<file path="src/rtl/mod_updown_counter_pkg.sv">
// Shared types and elaboration helpers for the modulo-N up/down counter.
package counter_pkg;

    typedef enum logic {DIR_DOWN = 1'b0, DIR_UP = 1'b1} dir_t;
    typedef enum logic {END_WRAP = 1'b0, END_SAT = 1'b1} endmode_t;

    localparam int unsigned MAX_WIDTH = 32;

    // Bits needed to hold 0..m-1; MODULUS fits WIDTH when this is <= WIDTH.
    function automatic int unsigned mod_bits(longint unsigned m);
        return $clog2(m);
    endfunction

endpackage

</file>
<file path="src/rtl/mod_updown_counter_if.sv">
// Counter control/status bundle; match_val/match exist only with COUNTER_MATCH_EN.
interface mod_updown_counter_if #(
    parameter int unsigned WIDTH = 3
);
    logic             en;
    logic             up;
    logic             sat;
    logic             load;
    logic [WIDTH-1:0] load_val;
    logic [WIDTH-1:0] q;
    logic             tc;
    logic             wrap;
`ifdef COUNTER_MATCH_EN
    logic [WIDTH-1:0] match_val;
    logic             match;
`endif

    modport master (
        output en, up, sat, load, load_val,
`ifdef COUNTER_MATCH_EN
        output match_val,
        input  match,
`endif
        input  q, tc, wrap
    );

    modport slave (
        input  en, up, sat, load, load_val,
`ifdef COUNTER_MATCH_EN
        input  match_val,
        output match,
`endif
        output q, tc, wrap
    );

endinterface

</file>
<file path="src/rtl/mod_updown_counter_next_val.sv">
// Combinational next-count for one enabled step: wraps modulo MODULUS or saturates at the bound.
module mod_next_val
    import counter_pkg::*;
#(
    parameter int unsigned     WIDTH   = 3,
    parameter longint unsigned MODULUS = 64'd1 << WIDTH
) (
    input  logic [WIDTH-1:0] q,
    input  dir_t             up,
    input  endmode_t         sat,
    output logic [WIDTH-1:0] next_q,
    output logic             wrap_evt
);

    localparam logic [WIDTH:0] MAX_EXT = (WIDTH + 1)'(MODULUS - 64'd1);

    logic [WIDTH:0] q_ext;
    logic [WIDTH:0] sum;
    logic           unused_msb;

    always_comb begin
        q_ext    = {1'b0, q};
        sum      = q_ext;
        wrap_evt = 1'b0;
        if (up == DIR_UP) begin
            if (q_ext == MAX_EXT) begin
                if (sat == END_WRAP) begin
                    sum      = '0;
                    wrap_evt = 1'b1;
                end
            end else begin
                sum = q_ext + 1'b1;
            end
        end else begin
            if (q_ext == '0) begin
                if (sat == END_WRAP) begin
                    sum      = MAX_EXT;
                    wrap_evt = 1'b1;
                end
            end else begin
                sum = q_ext - 1'b1;
            end
        end
        next_q = sum[WIDTH-1:0];
    end

    // The bounds above keep the carry bit clear; it is only headroom.
    assign unused_msb = sum[WIDTH];

endmodule

</file>
<file path="src/rtl/mod_updown_counter.sv">
// Modulo-N up/down counter with load clamp, wrap/saturate, tc and wrap pulse.
// Optional registered compare (match_val/match) enabled by COUNTER_MATCH_EN.
module mod_updown_counter
    import counter_pkg::*;
#(
    parameter int unsigned     WIDTH     = 3,
    parameter longint unsigned MODULUS   = 64'd1 << WIDTH,
    parameter longint unsigned RESET_VAL = MODULUS - 64'd1
) (
    input logic                  clk,
    input logic                  rst,
    mod_updown_counter_if.slave  bus
);

    if (WIDTH < 1 || WIDTH > MAX_WIDTH) begin : g_bad_width
        $fatal(1, "mod_updown_counter: WIDTH must be 1..32");
    end
    if (MODULUS < 2 || mod_bits(MODULUS) > WIDTH) begin : g_bad_modulus
        $fatal(1, "mod_updown_counter: MODULUS must be 2..2**WIDTH");
    end
    if (RESET_VAL >= MODULUS) begin : g_bad_reset
        $fatal(1, "mod_updown_counter: RESET_VAL must be below MODULUS");
    end

    localparam logic [WIDTH:0]   MOD_EXT = (WIDTH + 1)'(MODULUS);
    localparam logic [WIDTH-1:0] MAX_Q   = WIDTH'(MODULUS - 64'd1);
    localparam logic [WIDTH-1:0] RESET_Q = WIDTH'(RESET_VAL);

    logic [WIDTH-1:0] q_q, q_d;
    logic [WIDTH-1:0] step_q;
    logic [WIDTH-1:0] load_clamped;
    logic             wrap_q, wrap_d;
    logic             wrap_evt;

    mod_next_val #(
        .WIDTH   (WIDTH),
        .MODULUS (MODULUS)
    ) u_next_val (
        .q        (q_q),
        .up       (dir_t'(bus.up)),
        .sat      (endmode_t'(bus.sat)),
        .next_q   (step_q),
        .wrap_evt (wrap_evt)
    );

    assign load_clamped = ({1'b0, bus.load_val} < MOD_EXT) ? bus.load_val : MAX_Q;

    always_comb begin
        q_d    = q_q;
        wrap_d = 1'b0;
        if (bus.load) begin
            q_d = load_clamped;
        end else if (bus.en) begin
            q_d    = step_q;
            wrap_d = wrap_evt;
        end
    end

    always_ff @(posedge clk or posedge rst) begin
        if (rst) begin
            q_q    <= RESET_Q;
            wrap_q <= 1'b0;
        end else begin
            q_q    <= q_d;
            wrap_q <= wrap_d;
        end
    end

    assign bus.q    = q_q;
    assign bus.wrap = wrap_q;
    assign bus.tc   = bus.up ? (q_q == MAX_Q) : (q_q == '0);

`ifdef COUNTER_MATCH_EN
    logic match_q;

    // Compare against the incoming value so match lines up with q.
    always_ff @(posedge clk or posedge rst) begin
        if (rst) begin
            match_q <= 1'b0;
        end else begin
            match_q <= (q_d == bus.match_val);
        end
    end

    assign bus.match = match_q;
`endif

endmodule

</file>
<file path="src/flat_wrapper.sv">
// flat-port wrapper written by rule: the top's interface ports become plain ports
module mod_updown_counter_flat import counter_pkg::*;
#(
    parameter int unsigned     WIDTH     = 3,
    parameter longint unsigned MODULUS   = 64'd1 << WIDTH,
    parameter longint unsigned RESET_VAL = MODULUS - 64'd1
)
  (clk, rst, bus_en, bus_up, bus_sat, bus_load, bus_load_val, bus_q, bus_tc, bus_wrap);
  mod_updown_counter_if #(.WIDTH(WIDTH)) bus_i ();
  input logic clk;
  input logic rst;
  input wire logic [$bits(bus_i.en)-1:0] bus_en;
  input wire logic [$bits(bus_i.up)-1:0] bus_up;
  input wire logic [$bits(bus_i.sat)-1:0] bus_sat;
  input wire logic [$bits(bus_i.load)-1:0] bus_load;
  input wire logic [$bits(bus_i.load_val)-1:0] bus_load_val;
  output wire logic [$bits(bus_i.q)-1:0] bus_q;
  output wire logic [$bits(bus_i.tc)-1:0] bus_tc;
  output wire logic [$bits(bus_i.wrap)-1:0] bus_wrap;
  assign bus_i.en = bus_en;
  assign bus_i.up = bus_up;
  assign bus_i.sat = bus_sat;
  assign bus_i.load = bus_load;
  assign bus_i.load_val = bus_load_val;
  assign bus_q = bus_i.q;
  assign bus_tc = bus_i.tc;
  assign bus_wrap = bus_i.wrap;
  mod_updown_counter #(.WIDTH(WIDTH), .MODULUS(MODULUS), .RESET_VAL(RESET_VAL)) u_core (.clk(clk), .rst(rst), .bus(bus_i));
endmodule
</file>
<file path="config.mk">
export PLATFORM = sky130hd
export DESIGN_NAME = mod_updown_counter_flat
export DESIGN_NICKNAME = d
export VERILOG_FILES = /design/src/rtl/mod_updown_counter_pkg.sv /design/src/rtl/mod_updown_counter_if.sv /design/src/rtl/mod_updown_counter_next_val.sv /design/src/rtl/mod_updown_counter.sv /design/src/flat_wrapper.sv
export SDC_FILE = /design/constraint.sdc
export NUM_CORES = 1
export LEC_CHECK = 0
export CAP_MARGIN = 40
export CORE_AREA = 3 3 40 42
export DETAILED_ROUTE_END_ITERATION = 16
export DIE_AREA = 0 0 43 45
export HOLD_SLACK_MARGIN = 0.08
export SYNTH_ARGS = -nofsm -noshare
export SYNTH_HDL_FRONTEND = slang
export SYNTH_HIERARCHICAL = 1
export SYNTH_SLANG_ARGS = --single-unit
export TNS_END_PERCENT = 30
</file>
<file path="constraint.sdc">
create_clock -name clk -period 4.5 [get_ports clk]
set_input_delay 1.35 -clock clk [delete_from_list [all_inputs] [get_ports clk]]
set_output_delay 1.35 -clock clk [all_outputs]
set_load 0.03 [all_outputs]
</file>
# After elaboration in Yosys (flattened, before gate mapping)
# Cells that the tools add are included.
# word_totals
reg_bits,4
word_cells,24
input_bits,9
# classes
add_sub_neg,2
muxes,14
n_reduce_logical,3
n_eq_ne,3
# ops
cell,n
3-bit 2-to-1 mux,7
4-bit != test (second input constant),2
1-bit 2-to-1 mux,7
3-bit by 1-bit adder with 3-bit output (second input constant),1
3-bit == test (second input constant),1
3-bit logical NOT,1
3-bit AND reduction,1
3-bit by 1-bit subtractor with 3-bit output (second input constant),1
2-bit nonzero test,1

# Logic depth before layout (Yosys ltp)
# Gate-level depths: netlist of the first run.
# depth
ltp_word,5
depth_mapped,7
mapped_depth_nobuf,7

# Cells and area by module
# Netlist of the first run, hierarchy kept.
# modules_own_cells
module,seq_area_each_um2,cells_each,area_each_um2,instances
mod_next_val,0.0,26,191.4,1
mod_updown_counter,103.8,19,188.9,1

# Worst setup path before layout of the first run
# Ideal clock, no wire load.
# synth_timing
path_kind,input -> output
start,input bus_up
end,output bus_tc
n_path_buf,0
t_arrival_ns,1.975
required_ns,3.150
slack_ns,1.175
cell_stages,2
path_cell_list,or4_1 -> nand2_1
# synth_between
elab_chain_cells,1
# synth_rtl
item,line_no,source
from (decl),flat_wrapper.sv:13,input wire logic [$bits(bus_i.up)-1:0] bus_up;
1-bit 2-to-1 mux,mod_updown_counter.sv:71,assign bus.tc = bus.up ? (q_q == MAX_Q) : (q_q == '0);
to (decl),flat_wrapper.sv:18,output wire logic [$bits(bus_i.tc)-1:0] bus_tc;
# Every way passes these cells.

# Worst setup path after layout of the first run
# Same ends and word-level chain as after synthesis.

==> results of run 1 <==
stage by stage:
| stage | hold slack, ns | util (%) |
|---|---|---|
| after floorplan | 0.6326 | - |
| after global placement | 0.6115 | 41.77 |
| after detailed placement | 0.6102 | 41.77 |
| after CTS | 0.6182 | 43.82 |
| after global routing | 0.6378 | 43.82 |
| final | 0.6169 | 43.82 |
cell type report:
type	count	area [um^2]
fillers	140	721.9
clock buffers	4	26.28
inverters	5	18.77
multi-input cells	36	257.7
repair buffers	14	137.6
flip-flops and latches	4	103.9
well taps	15	18.77
per-layer routing:
metal  track usage (%)  wire [um]  vias up
met2             17.07        417       13
met4             9.036          0        0
li1                  -          -      195
met3             1.594         61        0
met1             11.44        376      169
met5                 0          0        -
worst max-delay path, cell delays in order:
cell and delay, ns:
clkdlybuf4s50_1 0.42, or4_1 0.39, nand2_1 0.10, clkdlybuf4s50_1 0.67
Yosys cell counts (all sizes together):
library cell	number	area, um^2
nand2	9	33.78
inv	5	18.77
ha	4	50.05
mux2i	4	40.04
dfstp	3	78.83
nor2	3	11.26
o21ai	3	15.01
nor2b	2	12.51
o22ai	2	18.77
a211oi	1	7.510
a21o	1	7.510
a221o	1	10.01
a31oi	1	6.260
dfrtp	1	25.02
nand2b	1	13.76
nand4	1	6.260
o21a	1	7.510
o311a	1	10.01
or4	1	7.510
power groups by stage:
stage	combinational, W	sequential (W)	clock (W)
5_1_grt	0.0000792	0.0000518	0.0000539
2_1_floorplan	0.0000386	0.0000568	0
3_5_place_dp	0.0000718	0.0000511	0
4_1_cts	0.0000724	0.0000507	0.0000514
3_3_place_gp	0.0000714	0.0000514	0
6_report	0.0000719	0.0000506	0.0000481
final timing paths:
path	from	endpoint	slack [ns]
worst max register to register	u_core/bus.q[0]$_DFFE_PP1P_	u_core/bus.q[1]$_DFFE_PP1P_	2.70
worst max-delay path	bus_up	bus_tc	0.21
worst min-delay path	u_core/bus.q[1]$_DFFE_PP1P_	u_core/bus.q[1]$_DFFE_PP1P_	0.62
max in group asynchronous	rst	u_core/bus.q[2]$_DFFE_PP1P_	2.98
min in group asynchronous	rst	u_core/bus.wrap$_DFF_PP0_	1.29
worst min register to register	u_core/bus.q[1]$_DFFE_PP1P_	u_core/bus.q[1]$_DFFE_PP1P_	0.62
cell families after synthesis:
family	share of synthesized area, %
multiplexers	10.53
adder cells (fa/ha/maj)	13.16
AO/OA/AOI/OAI	21.71
buffers and inverters	4.935
AND/OR/NAND/NOR	22.37
flip-flops	27.30
cells in the final DEF (no fill, tap or decap), drive strengths merged:
| cell | n |
|---|---|
| inv | 5 |
| a211oi | 1 |
| dfstp | 3 |
| o311a | 1 |
| o21ai | 3 |
| a21o | 1 |
| or4 | 1 |
| nand2b | 1 |
| ha | 4 |
| buf | 1 |
| clkbuf | 4 |
| mux2i | 4 |
| nor2b | 2 |
| a31oi | 1 |
| a221o | 1 |
| dfrtp | 1 |
| nor2 | 3 |
| o22ai | 2 |
| clkdlybuf4s50 | 13 |
| nand2 | 9 |
| o21a | 1 |
| nand4 | 1 |
state kept, by name (all words and copies together) (netlist names):
name,count
u_core/bus.q,3
u_core/bus.wrap,1
==> results_dict.tcl, run 1 <==
set metrics [dict create \
    outcome "finished clean" \
    clk_pin_slew_worst_paths_ns 0.03 \
    ctsRootBufferMaster "clkbuf_4" \
    antenna_found_initial 0 \
    dp_cells 74 \
    p_sw_w 0.00005817 \
    arrival_ns 2.94 \
    ios 14 \
    rsz0062_at_grt "false" \
    cts_buffers 3 \
    port_buffers 13 \
    grt_pass1_wl_um 1442 \
    area_growth_pct 48.03 \
    fp.coreArea_um2 1285 \
    synth_warnings 6 \
    syn_area_per_cell_um2 8.453 \
    r2r_cells 7 \
    wire_per_inst_um 10.96 \
    criticalPathCategory "in2out" \
    endpoint_kind "primary output" \
    worst_slew_pin_slew_ns 0.3067 \
    diodes 0 \
    hold_depth 2 \
    sequentialPowerShare_pct 29.7 \
    initial_core_util_pct 29.60 \
    ys_types 20 \
    fin_cells 78 \
    finalSetupViolations 0 \
    worstSetupStartpointType "input pin" \
    syn-num-nets 58 \
    relSlewSlack_pct 79.49 \
    ctsHoldBuffers 0 \
    grt_overflow 0 \
    period_needed_ns 4.288 \
    drt_wl_total_um 855 \
    hp-class "reg2reg" \
    dpl.hpwl_um 688.8 \
    placementRows 13 \
    power_w 0.0001706 \
    power.density_nw_per_um2 303.1 \
    maxCapViolCount 0 \
    viasPerCell 4.833 \
    cts_sinks 4 \
    final_nets 77 \
    critPathRequiredTime_ns 3.15 \
    cts-resized-gates 0 \
    fin_skew_ns 0.007151 \
    synthCells 45 \
    synth_area_um2 380.4 \
    track_usage_pct 10.28 \
    route.detailed.drc 0 \
    yosysSeqAreaShare_pct 27.30 \
    slew_viol_final 0 \
    clock_latency_ns 0.24 \
    cts_tree "done" \
    gp_congestion 0.7633 \
    design_area_um2 563.0 \
    dp_slack_ns 0.2123 \
    fin_ws_ns 0.2121 \
    first_pass_iters 4 \
    tns_ns 0 \
    clock_path_buffers 2 \
    htree_levels 1 \
    worstPathMaxFanout 2 \
    ys_seq_elements 4 \
    dieArea_um2 1935 \
    grt_max_degree 10 \
    pwr-share-comb_pct 42.1 \
    placedInstanceArea_um2 536.8 \
    p_int_w 0.0001125 \
    finalCritPeriodShare_pct 95.29 \
    ant_nets 0 \
    fmax_ghz 0.2332 \
    grt_pass1_vias 361 \
    p_leak_nw 0.2662 \
    vias 377 \
    post-cts-setup-buffers 0 \
    switching_share_pct 34.09 \
    peakVddDrop_v 0.0001333 \
    drive_gt1_share_pct 14.29 \
    die_w_um 43 \
    die_h_um 45 \
    drt_first_iter_violations 7 \
    clkPwrFrac_pct 28.2 \
    final-hold-violation-count 0 \
]
Power figures use the tool's default switching activity.
==> inputs of run 2 (changes only) <==
--- a/config.mk
+++ b/config.mk
@@ -7,6 +7,7 @@
 export LEC_CHECK = 0
 export CAP_MARGIN = 40
 export CORE_AREA = 3 3 40 42
+export CTS_CLUSTER_SIZE = 12
 export DETAILED_ROUTE_END_ITERATION = 16
 export DIE_AREA = 0 0 43 45
 export HOLD_SLACK_MARGIN = 0.08
==> results of run 2 <==
Same layout as run 1: the final DEF is identical, and so are final timing and power.
